### src/rtl/addsub_pkg.sv
// Shared definitions for the digit-serial add/subtract unit: FSM state type,
// derived-size helpers and a parameter legality predicate.
package addsub_pkg;

    typedef enum logic [0:0] {
        ST_IDLE = 1'b0,
        ST_RUN  = 1'b1
    } state_e;

    // Number of digit slices needed to cover the full operand width.
    function automatic int calcNdig(input int width, input int digit);
        return width / digit;
    endfunction

    // Digit counter width; a single-digit configuration still keeps one bit.
    function automatic int calcCntWidth(input int ndig);
        return (ndig <= 1) ? 1 : $clog2(ndig);
    endfunction

    // Width must split evenly into digits, and a digit cannot exceed the width.
    function automatic bit paramsLegal(input int width, input int digit);
        return (digit >= 1) && (digit <= width) && ((width % digit) == 0);
    endfunction

endpackage

### src/rtl/digit_addsub.sv
// Combinational DIGIT-bit ripple-carry slice. Besides the usual carry-out it
// exposes the carry into its top bit so the caller can form signed overflow
// when this slice handles the most significant digit.
module digit_addsub #(
    parameter int DIGIT = 4
) (
    input  logic [DIGIT-1:0] a,
    input  logic [DIGIT-1:0] b,
    input  logic             cin,
    output logic [DIGIT-1:0] sum,
    output logic             cout,
    output logic             cmsb
);

    logic [DIGIT:0] carry;

    // Bit-by-bit ripple: carry[i] enters bit i, carry[i+1] leaves it.
    always_comb begin
        carry    = '0;
        sum      = '0;
        carry[0] = cin;
        for (int i = 0; i < DIGIT; i++) begin
            sum[i]     = a[i] ^ b[i] ^ carry[i];
            carry[i+1] = (a[i] & b[i]) | (carry[i] & (a[i] ^ b[i]));
        end
    end

    assign cout = carry[DIGIT];
    assign cmsb = carry[DIGIT-1];

endmodule

### src/rtl/addsub_serial.sv
// Digit-serial add/subtract unit. One DIGIT-wide slice is reused over
// WIDTH/DIGIT cycles with the carry held in a register between digits.
// Subtraction is done as a + ~b + !cin, so the carry-out reads as "no borrow".
module addsub_serial
    import addsub_pkg::*;
#(
    parameter int WIDTH = 16,
    parameter int DIGIT = 4
) (
    input  logic             clk,
    input  logic             rst,
    input  logic             start,
    input  logic             sub,
    input  logic [WIDTH-1:0] a,
    input  logic [WIDTH-1:0] b,
    input  logic             cin,
    output logic             busy,
    output logic             done,
    output logic [WIDTH-1:0] sum,
    output logic             cout,
    output logic             ovf,
    output logic             zero
);

    localparam int NDIG = calcNdig(WIDTH, DIGIT);
    localparam int CNTW = calcCntWidth(NDIG);
    localparam logic [CNTW-1:0] LAST_DIGIT = CNTW'(NDIG - 1);

    if (!paramsLegal(WIDTH, DIGIT)) begin : gBadParams
        $error("addsub_serial: WIDTH must be a positive multiple of DIGIT");
    end

    state_e           state_q, state_d;
    logic [WIDTH-1:0] opA_q, opA_d;
    logic [WIDTH-1:0] opB_q, opB_d;
    logic [WIDTH-1:0] resShift_q, resShift_d;
    logic             carry_q, carry_d;
    logic [CNTW-1:0]  digitCnt_q, digitCnt_d;
    logic             done_q, done_d;
    logic [WIDTH-1:0] sum_q, sum_d;
    logic             cout_q, cout_d;
    logic             ovf_q, ovf_d;
    logic             zero_q, zero_d;

    logic [DIGIT-1:0] sliceSum;
    logic             sliceCout;
    logic             sliceCmsb;
    logic [WIDTH-1:0] resNext;
    logic             lastDigit;

    digit_addsub #(
        .DIGIT(DIGIT)
    ) uSlice (
        .a    (opA_q[DIGIT-1:0]),
        .b    (opB_q[DIGIT-1:0]),
        .cin  (carry_q),
        .sum  (sliceSum),
        .cout (sliceCout),
        .cmsb (sliceCmsb)
    );

    // New digits enter at the MSB end so the word is LSB-aligned after NDIG shifts.
    assign resNext   = (resShift_q >> DIGIT) | (WIDTH'(sliceSum) << (WIDTH - DIGIT));
    assign lastDigit = (digitCnt_q == LAST_DIGIT);

    // Next-state logic: accept a request when idle, otherwise step one digit.
    always_comb begin
        state_d    = state_q;
        opA_d      = opA_q;
        opB_d      = opB_q;
        resShift_d = resShift_q;
        carry_d    = carry_q;
        digitCnt_d = digitCnt_q;
        done_d     = 1'b0;
        sum_d      = sum_q;
        cout_d     = cout_q;
        ovf_d      = ovf_q;
        zero_d     = zero_q;
        if (state_q == ST_IDLE) begin
            if (start) begin
                opA_d      = a;
                opB_d      = b ^ {WIDTH{sub}};
                carry_d    = cin ^ sub;
                digitCnt_d = '0;
                state_d    = ST_RUN;
            end
        end else begin
            opA_d      = opA_q >> DIGIT;
            opB_d      = opB_q >> DIGIT;
            resShift_d = resNext;
            carry_d    = sliceCout;
            if (lastDigit) begin
                state_d = ST_IDLE;
                done_d  = 1'b1;
                sum_d   = resNext;
                cout_d  = sliceCout;
                ovf_d   = sliceCmsb ^ sliceCout;
                zero_d  = (resNext == '0);
            end else begin
                digitCnt_d = digitCnt_q + CNTW'(1);
            end
        end
    end

    // State and datapath registers; reset aborts any operation in flight.
    always_ff @(posedge clk or posedge rst) begin
        if (rst) begin
            state_q    <= ST_IDLE;
            opA_q      <= '0;
            opB_q      <= '0;
            resShift_q <= '0;
            carry_q    <= 1'b0;
            digitCnt_q <= '0;
            done_q     <= 1'b0;
            sum_q      <= '0;
            cout_q     <= 1'b0;
            ovf_q      <= 1'b0;
            zero_q     <= 1'b0;
        end else begin
            state_q    <= state_d;
            opA_q      <= opA_d;
            opB_q      <= opB_d;
            resShift_q <= resShift_d;
            carry_q    <= carry_d;
            digitCnt_q <= digitCnt_d;
            done_q     <= done_d;
            sum_q      <= sum_d;
            cout_q     <= cout_d;
            ovf_q      <= ovf_d;
            zero_q     <= zero_d;
        end
    end

    assign busy = (state_q == ST_RUN);
    assign done = done_q;
    assign sum  = sum_q;
    assign cout = cout_q;
    assign ovf  = ovf_q;
    assign zero = zero_q;

endmodule

### config.mk
export PLATFORM = sky130hd
export DESIGN_NAME = addsub_serial
export DESIGN_NICKNAME = d
export VERILOG_FILES = /design/src/rtl/addsub_pkg.sv /design/src/rtl/digit_addsub.sv /design/src/rtl/addsub_serial.sv
export SDC_FILE = /design/constraint.sdc
export NUM_CORES = 1
export LEC_CHECK = 0
export BUFFER_PORTS_ARGS = -buffer_cell sky130_fd_sc_hd__buf_2
export CORE_MARGIN = 2
export CORE_UTILIZATION = 40
export CTS_BUF_LIST = sky130_fd_sc_hd__clkbuf_16
export DETAILED_ROUTE_END_ITERATION = 10
export HOLD_SLACK_MARGIN = 0.15
export PLACE_DENSITY_LB_ADDON = 0.2
export SLEW_MARGIN = 40
export SYNTH_ARGS = -nofsm -noshare
export SYNTH_HDL_FRONTEND = slang
export SYNTH_SLANG_ARGS = --single-unit
### constraint.sdc
create_clock -name clk -period 3.1 [get_ports clk]
set_clock_uncertainty 0.1 [all_clocks]
set_input_delay 0 -clock clk [delete_from_list [all_inputs] [get_ports clk]]
set_output_delay 0 -clock clk [all_outputs]
set_load 0.02 [all_outputs]
==> run summary, run 1 <==
cell family with most CP delay = adder cells
largest net degree at the start of global routing = 39
flops & latches, synth = 68
placed insts = 405
initial core utilization = 41.19%
Switch Pwr = 1249 uW
Syn Nets = 299
vias per cell = 4.613
Worst VDD drop = 0.0003862 V
sequence of cells on the critical path = inv_1 > fa_1 > inv_1 > fa_1 > fa_1 > inv_1 > fa_1 > nor4bb_1 > nand4_1 > o21ai_1
RD Place Congestion = 0.7293
Power Density = 918.7 nW/um2
unrepaired setup endpoints after global routing = false
GRT Util Overall = 15.25%
Post-CTS Setup Repair Bufs = 0
PortBufs = 57
share of layout cells above drive strength 1 = 30.88%
FMAX = 386.7 MHz
detailed-route via count = 2099
kind of critical path = reg -> reg
vias in the first global route = 2089
die area = 8687 um2
Setup WS post-layout = 513.9 ps
initial antenna violation count = 0
XOR/XNOR share of the synthesized area = 5.228%
CP max stage delay = 510 ps
nets = 390
YS warnings = 0
post-synth top area share = 53.46%
1st-pass router iterations = 4
synthesis-to-finish area growth = 30.62%
Hold Path Stages = 2
Layout Utilization = 53.81%
Post-Synthesis Cell Area = 3183 um2
reg2reg path depth = 10
pre-CTS WS = 525.8 ps
CTS tree = yes
clock sink count = 68
minimum clock period = 2586 ps
maximum buffer depth of the clock tree = 2
syn avg cell area = 12.39 um2
Req. time, crit path = 3250 ps
core box area = 7727 um2
WP data arrival = 2740 ps
combinational fraction of design power = 33.0%
clk_lat worst skew = 330 ps
Lkg Pwr = 0.002027 uW
Synth Area in Compound Gates = 7.036%
Crit path depth = 10
Die W = 93.21 um
Setup violations, final = 0
measured slew at the worst slew-check pin = 621.9 ps
Slew HR = 58.48%
clk slew on worst S/H paths = 60 ps
Max-Cap Viols = 0
post-route insts no fill = 455
I/O pin total = 58
commonest non-fill, non-tap cell in the layout = dfrtp_1
first-pass GRT wire length = 10180 um
Die Y = 93.21 um
Synth cell types = 25
largest family of logic cells by synthesized area = multiplexers
Hold Crit Class = in -> reg
post-synthesis mux area share = 19.58%
Crit Path Max Fanout = 3
ant diodes = 0
cts bufs inserted = 9
Post-Route WL = 6023 um
CP Capture Type = flop
Site Rows = 32
DRC = 0
top cells by area, synth = dfrtp_1 (53%), mux2i_1 (9.4%), mux2_4 (6.6%), o21ai_1 (4.9%), xor2_1 (3.9%)
antenna-violating nets left = 0
outcome = finished clean
H-tree levels = 3
commonest cells after routing, fill and taps aside = dfrtp_1 (67), buf_2 (56), dlygate4sd3_1 (34)
Slowest cell on crit path = fa_1
DP Wirelength = 4057 um
global route overflow = 0
Clk Tree Root Cell = clkbuf_16
Hold Slack = 159.2 ps
cell-internal power = 2570 uW
Worst setup SP type = flop
most frequent CP cell = fa_1
Buf+Inv Stages, Crit Path = 3
Seq/Total Area, Yosys = 53.46%
Post-Synth Adder-Cell Area = 2.909%
crit share post-route = 83.42%
sw frac = 32.71%
Avg WL per Cell = 13.24 um
Clk pwr share = 28.0%
synthesized instance count = 257
largest area contributor in the netlist = dfrtp_1
final setup TNS = 0 ps
endpoints failing hold = 0
DRT iter0 DRCs = 49
simple-gate share of the synthesized area = 6.407%
PostCTS Resize Cnt = 0
Sequential Power Share = 38.9%
max-slew violations = 0
[flip-flops by register name, indices dropped and copies added (netlist names)]
signal      flops
opA_q          16
done            1
resShift_q     12
digitCnt_q      2
cout            1
ovf             1
busy            1
sum            16
opB_q          16
zero            1
carry_q         1
[cell families after synthesis]
group | Yosys count
AND/OR/NAND/NOR | 48
adder cells (fa/ha/maj) | 5
flip-flops | 68
AO/OA/AOI/OAI | 38
XOR/XNOR | 19
buffers and inverters | 25
multiplexers | 54
[final cells by class]
cell class	instances	area, um2
clock buffers	9	225.2
inverters	9	36.28
flip-flops and latches	68	1703
multi-input cells	164	1310
fillers	693	3570
repair buffers	96	665.6
well taps	102	127.6
clock inverters	7	90.09
[power by group through the flow]
stage	clock [uW]	combinational (uW)	sequential [uW]
after floorplan	0	869	1570
after global placement	0	1230	1500
after detailed placement	0	1250	1510
after CTS	1090	1280	1490
after global routing	1140	1390	1540
final	1070	1260	1490
[worst register-to-register path, cell delays in order (launching register included)]
cell      delay [ps]
dfrtp_1          340
inv_1             60
fa_1             410
inv_1             80
fa_1             180
fa_1             240
inv_1             70
fa_1             510
nor4bb_1         270
nand4_1          120
o21ai_1          140
[worst paths after layout]
| kind | start | to | slack [ps] |
|---|---|---|---|
| worst max-delay path | opA_q[0] | zero | 510 |
| max in group asynchronous | rst | opB_q[1] | 2030 |
| worst min register to register | sum[12] | sum[12] | 370 |
| min in group asynchronous | rst | sum[12] | 200 |
| worst max register to register | opA_q[0] | zero | 510 |
| worst min-delay path | start | opB_q[13] | 160 |
[synthesized netlist by cell type]
cell type,count
buf_2,5
o21ai_1,31
a21oi_1,2
ha_1,1
fa_1,4
buf_4,4
nand2_1,30
mux2_4,14
buf_6,5
mux2i_1,30
inv_1,8
xnor2_1,5
nand2_4,1
a22o_1,1
dfrtp_1,68
nor4bb_1,1
mux2_2,10
clkbuf_1,1
nor2_1,12
buf_12,1
nor4_1,3
nand4_1,1
a211oi_2,4
xor2_1,14
inv_4,1
[stage by stage]
step           instance area [um2]  total power (uW)
2_1_floorplan                 3183              2443
3_3_place_gp                  3500              2727
3_5_place_dp                  3502              2754
4_1_cts                       4158              3869
5_1_grt                       4158              4068
6_report                      4158              3820
[layer usage]
metal	vias to the layer above	global-route usage (%)	routed length, um
li1	1053	-	-
met1	984	19.83	2880
met2	53	23.85	2765
met3	9	5.318	321
met4	0	5.147	55
met5	-	0	0
[timing repair]
| action | CTS | global route |
|---|---|---|
| hold buffers | 34 | 0 |
| endpoints found under the setup margin | 0 | 0 |
| hold endpoints to repair | 72 | 0 |
Power figures use the tool's default switching activity.
==> run 2: changes to the inputs <==
ABC_AREA = 1   (was unset)
clock period = 2.5 ns   (was 3.1 ns; I/O delays follow)
==> run 2 against run 1 <==
Global-route usage grew 3.0 points. Wire length up 17%. Final area rose by 7.1%. Register-to-register slack worse by 460 ps. Fmax is 5.6% higher. Clock-buffer cell count stayed put. Die area down 5.9%.
==> run summary, run 2 <==
outcome = finished clean (unchanged)
antenna-violating nets left = 0 (unchanged)
YS warnings = 0 (unchanged)
ant diodes = 0 (unchanged)
measured slew at the worst slew-check pin = 652.8 ps (was 621.9 ps)
syn avg cell area = 9.701 um2 (was 12.39 um2)
detailed-route via count = 2534 (was 2099)
FMAX = 408.3 MHz (was 386.7 MHz)
commonest cells after routing, fill and taps aside = nand2_1 (87), dlygate4sd3_1 (78), dfrtp_1 (68) (was dfrtp_1 (67), buf_2 (56), dlygate4sd3_1 (34))
DRC = 0 (unchanged)
maximum buffer depth of the clock tree = 2 (unchanged)
unrepaired setup endpoints after global routing = true (was false)
Slew HR = 56.42% (was 58.48%)
clock sink count = 68 (unchanged)
dpl cell area = 3332 um2 (was 3502 um2)
top cells by area, synth = dfrtp_1 (57%), nand2_1 (11%), o21ai_0 (5.7%), xnor2_1 (5.0%), a22oi_1 (3.3%) (was dfrtp_1 (53%), mux2i_1 (9.4%), mux2_4 (6.6%), o21ai_1 (4.9%), xor2_1 (3.9%))
flops & latches, synth = 68 (unchanged)
clk_lat worst skew = 320 ps (was 330 ps)
PortBufs = 57 (unchanged)
Post-synth EDFFs = 0 (unchanged)
die area = 8177 um2 (was 8687 um2)
vias in the first global route = 2582 (was 2089)
minimum clock period = 2449 ps (was 2586 ps)
Syn Nets = 350 (was 299)
sw frac = 33.04% (was 32.71%)
WP data arrival = 2560 ps (was 2740 ps)
Switch Pwr = 1589 uW (was 1249 uW)
post-synth top area share = 56.95% (was 53.46%)
core box area = 7253 um2 (was 7727 um2)
Power Density = 1080 nW/um2 (was 918.7 nW/um2)
Hold Crit Class = in -> async (was in -> reg)
Clk Tree Root Cell = clkbuf_16 (unchanged)
share of layout cells above drive strength 1 = 18.97% (was 30.88%)
Post-synth top cells = nand2_1 (87), dfrtp_1 (68), o21ai_0 (34), inv_1 (24), xnor2_1 (17) (was dfrtp_1 (68), o21ai_1 (31), mux2i_1 (30), nand2_1 (30))
largest area contributor in the netlist = dfrtp_1 (unchanged)
cts bufs inserted = 9 (unchanged)
Die W = 90.43 um (was 93.21 um)
endpoints failing hold = 0 (unchanged)
Hold Slack = 218.3 ps (was 159.2 ps)
Sequential Power Share = 36.3% (was 38.9%)
initial core utilization = 41.19% (about the same)
cell-internal power = 3220 uW (was 2570 uW)
Post-Synthesis Cell Area = 2988 um2 (was 3183 um2)
Die Y = 90.43 um (was 93.21 um)
clk slew on worst S/H paths = 50 ps (was 60 ps)
synthesized instance count = 308 (was 257)
Site Rows = 31 (was 32)
dominant synthesized flop cell = dfrtp_1 (unchanged)
Max-Cap Viols = 0 (unchanged)
largest net degree at the start of global routing = 39 (unchanged)
synthesis-to-finish area growth = 48.99% (was 30.62%)
H-tree levels = 3 (unchanged)
CP Capture Type = flop (unchanged)
Synth cell types = 25 (unchanged)
nets = 485 (was 390)
Post-CTS Setup Repair Bufs = 0 (unchanged)
CTS tree = yes (unchanged)
Crit Path Max Fanout = 3 (unchanged)
1st-pass router iterations = 5 (was 4)
Avg WL per Cell = 12.83 um (was 13.24 um)
combinational fraction of design power = 34.4% (was 33.0%)
vias per cell = 4.633 (was 4.613)
Seq/Total Area, Yosys = 56.95% (was 53.46%)
Setup violations, final = 0 (unchanged)
async set-reset flop share out of synthesis = 100.0% (unchanged)
Lkg Pwr = 0.002203 uW (was 0.002027 uW)
kind of critical path = reg -> reg (unchanged)
FF-to-FF setup slack = 50 ps (was 510 ps)
Worst setup SP type = flop (unchanged)
DP Wirelength = 4213 um (was 4057 um)
global route overflow = 0 (unchanged)
Design Power = 4809 uW (was 3820 uW)
placed insts = 453 (was 405)
top-count cell post-synth = nand2_1 (was dfrtp_1)
crit share post-route = 97.98% (was 83.42%)
Worst VDD drop = 0.0004825 V (was 0.0003862 V)
Clk pwr share = 29.3% (was 28.0%)
I/O pin total = 58 (unchanged)
commonest non-fill, non-tap cell in the layout = nand2_1 (was dfrtp_1)
fin area = 4452 um2 (was 4158 um2)
post-route insts no fill = 547 (was 455)
initial antenna violation count = 0 (unchanged)
GRT Util Overall = 18.27% (was 15.25%)
Req. time, crit path = 2610 ps (was 3250 ps)
DRT iter0 DRCs = 103 (was 49)
Post-Route WL = 7020 um (was 6023 um)
max-slew violations = 0 (unchanged)
first-pass GRT wire length = 11920 um (was 10180 um)
RD Place Congestion = 0.7802 (was 0.7293)
## run 2: logic make-up after synthesis
group                    count (synthesis)  synth area share [%]
AO/OA/AOI/OAI                           65                 12.52
XOR/XNOR                                18                 5.276
adder cells (fa/ha/maj)                  5                 3.099
buffers and inverters                   42                 7.160
flip-flops                              68                 56.95
AND/OR/NAND/NOR                        110                 14.99
## run 2: layout make-up
cell class	count	area, um2
well taps	99	123.9
multi-input cells	198	1077
repair buffers	139	1109
inverters	27	106.4
flip-flops and latches	68	1702
fillers	631	2801
clock buffers	9	225.2
clock inverters	7	108.9
## run 2: power groups by stage
| stage | combinational, uW | sequential (uW) | clock [uW] |
|---|---|---|---|
| after detailed placement | 1340 | 1760 | 0 |
| final | 1650 | 1750 | 1410 |
| after global placement | 1310 | 1750 | 0 |
| after floorplan | 872 | 1840 | 0 |
| after CTS | 1660 | 1740 | 1430 |
| after global routing | 1860 | 1800 | 1480 |
## run 2: path summary, 6_finish.rpt
path                       startpoint       end  cells past startpoint
setup / recovery             opB_q[0]      zero                     13
hold / removal                    rst    sum[6]                      3
setup reg to reg             opB_q[0]      zero                     13
hold reg to reg               sum[14]   sum[14]                      2
max in group asynchronous         rst  opB_q[3]                      4
min in group clk              sum[14]   sum[14]                      2
## run 2: repair_timing
action,CTS,global route
endpoints found under the setup margin,1,1
endpoints found under the hold margin,63,0
pin swaps,0,2
gates resized for setup,1,3
hold buffers,78,0
## run 2: stage by stage
step	setup TNS (ps)	worst slack (ps)	util [%]
6_report	0	50.60	61.38
3_5_place_dp	-17.73	-17.73	45.94
3_3_place_gp	0	48.37	45.94
2_1_floorplan	0	139.4	-
5_1_grt	-48.42	-48.42	61.38
4_1_cts	0	7.808	61.34
## run 2: layer usage
metal / vias up / track usage (%) / part of all wire, %
met5: - / 0 / 0
met4: 0 / 5.385 / 1.3
met3: 9 / 5.509 / 4.3
met2: 63 / 31.64 / 50
met1: 1200 / 22.01 / 44
li1: 1262 / - / -
## run 2: worst max-delay path, stage by stage, from the launching register on
cell and delay (ps):
dfrtp_1 370, inv_1 70, fa_1 170, inv_1 50
fa_2 350, fa_2 420, inv_2 70, fa_1 430
inv_1 70, nor2_1 40, nand2_1 50, nor2_1 30
nand2_1 60, nand2_1 50
==> run 3: changes to the inputs <==
BUFFER_PORTS_ARGS = -buffer_cell sky130_fd_sc_hd__buf_4   (was -buffer_cell sky130_fd_sc_hd__buf_2)
==> run 3 against run 2 <==
Wire length grew 4.2%. Clock-buffer cell count is the same. Via count grew 3.3%. Power shrank 4.4%.
==> run summary, run 3 (synthesis gave the netlist of run 2 again) <==
FMAX = 412.4 MHz (was 408.3 MHz)
Power Density = 1011 nW/um2 (was 1080 nW/um2)
filler cell count = 641 (was 631)
footprint of the multi-input gates = 1086 um2 (was 1077 um2)
outcome = finished clean (unchanged)
synthesis-to-finish area growth = 52.26% (was 48.99%)
Hold Crit Class = in -> async (unchanged)
final setup TNS = 0 ps (unchanged)
CP Capture Type = flop (unchanged)
vias per cell = 4.758 (was 4.633)
1st-pass router iterations = 4 (was 5)
Sequential Area = 1702 um2 (unchanged)
detailed-route via count = 2617 (was 2534)
Setup violations, final = 0 (unchanged)
vias in the first global route = 2647 (was 2582)
antenna-violating nets left = 0 (unchanged)
clk_lat worst skew = 320 ps (about the same)
Die W = 90.43 um (unchanged)
WP data arrival = 2540 ps (was 2560 ps)
Crit Path Max Fanout = 3 (unchanged)
H-tree levels = 3 (unchanged)
commonest cells after routing, fill and taps aside = nand2_1 (87), dlygate4sd3_1 (81), dfrtp_1 (68) (was nand2_1 (87), dlygate4sd3_1 (78), dfrtp_1 (68))
kind of critical path = reg -> reg (unchanged)
maximum buffer depth of the clock tree = 2 (unchanged)
measured slew at the worst slew-check pin = 721.5 ps (was 652.8 ps)
Slew HR = 51.90% (was 56.42%)
clock sink count = 68 (unchanged)
Site Rows = 31 (unchanged)
Worst VDD drop = 0.0004932 V (was 0.0004825 V)
unrepaired setup endpoints after global routing = true (unchanged)
cts bufs inserted = 9 (unchanged)
Layout Utilization = 62.72% (was 61.38%)
fin area = 4549 um2 (was 4452 um2)
placed insts = 453 (unchanged)
Die Y = 90.43 um (unchanged)
dpl cell area = 3475 um2 (was 3332 um2)
DRC = 0 (unchanged)
Design Power = 4599 uW (was 4809 uW)
Post-Route WL = 7317 um (was 7020 um)
Req. time, crit path = 2620 ps (was 2610 ps)
PortBufs = 57 (unchanged)
Worst setup SP type = flop (unchanged)
max-slew violations = 0 (unchanged)
RD Place Congestion = 0.7766 (was 0.7802)
die area = 8177 um2 (unchanged)
CTS tree = yes (unchanged)
global route overflow = 0 (unchanged)
initial antenna violation count = 0 (unchanged)
nets = 489 (was 485)
Avg WL per Cell = 13.30 um (was 12.83 um)
GRT Util Overall = 18.89% (was 18.27%)
Lkg Pwr = 0.002211 uW (was 0.002203 uW)
I/O pin total = 58 (unchanged)
commonest non-fill, non-tap cell in the layout = nand2_1 (unchanged)
crit share post-route = 97.00% (was 97.98%)
endpoints failing hold = 0 (unchanged)
DRT iter0 DRCs = 106 (was 103)
first-pass GRT wire length = 12190 um (was 11920 um)
clk slew on worst S/H paths = 50 ps (about the same)
ant diodes = 0 (unchanged)
Max-Cap Viols = 0 (unchanged)
share of layout cells above drive strength 1 = 19.29% (was 18.97%)
minimum clock period = 2425 ps (was 2449 ps)
core box area = 7253 um2 (unchanged)
DP Wirelength = 4131 um (was 4213 um)
Clk Tree Root Cell = clkbuf_16 (unchanged)
post-route insts no fill = 550 (was 547)
largest net degree at the start of global routing = 37 (was 39)
initial core utilization = 41.19% (unchanged)
[run 3: area by class of cell]
class	instances	area share, %
clock inverter	6	0.5501
clock buffer	9	4.950
inverter	27	2.338
tap	99	2.723
multi-input combinational	199	23.87
sequential	68	37.40
timing repair buffer	142	28.16
[run 3: timing repair]
| item | 4_1_cts | 5_1_grt |
|---|---|---|
| gates resized for setup | 0 | 7 |
| setup endpoints to repair | 0 | 3 |
| hold buffers | 81 | 0 |
| setup buffers | 0 | 0 |
| hold endpoints to repair | 65 | 0 |
[run 3: final timing paths]
| path | start | endpoint | slack (ps) | cells past startpoint |
|---|---|---|---|---|
| setup / recovery | carry_q | zero | 80 | 13 |
| hold / removal | rst | sum[10] | 260 | 3 |
| min in group clk | a[14] | opA_q[14] | 360 | 4 |
| max in group asynchronous | rst | opB_q[4] | 1410 | 4 |
| hold reg to reg | digitCnt_q[1] | digitCnt_q[1] | 380 | 2 |
| setup reg to reg | carry_q | zero | 80 | 13 |
[run 3: metrics by stage]
| stage | setup slack [ps] | hold WS [ps] |
|---|---|---|
| 3_3_place_gp | 53.77 | 67.58 |
| 6_report | 75.03 | 256.0 |
| 4_1_cts | 10.73 | 278.5 |
| 3_5_place_dp | 14.11 | 71.79 |
| 2_1_floorplan | 139.4 | 9.615 |
| 5_1_grt | -87.65 | 337.3 |
[run 3: critical path: stages (launching register included)]
cell	delay [ps]
dfrtp_1	380
inv_1	70
fa_1	180
inv_2	40
fa_2	360
fa_2	380
inv_2	70
fa_1	430
inv_1	70
nor2_1	40
nand2_1	70
nor2_2	30
nand2_1	50
nand2_1	40
[run 3: layer usage]
metal | global-route usage (%) | part of all wire [%] | vias up
li1 | - | - | 1275
met1 | 22.37 | 43 | 1266
met2 | 33.58 | 52 | 64
met3 | 4.090 | 3.3 | 12
met4 | 7.179 | 1.7 | 0
met5 | 0 | 0 | -
[run 3: power by group]
| group | switching (uW) | total [uW] | leakage [uW] | internal (uW) |
|---|---|---|---|---|
| registers | 275 | 1770 | 0.000892 | 1500 |
| logic | 907 | 1750 | 0.00119 | 843 |
| clock network | 428 | 1070 | 0.000133 | 646 |
| total | 1610 | 4600 | 0.00221 | 2990 |
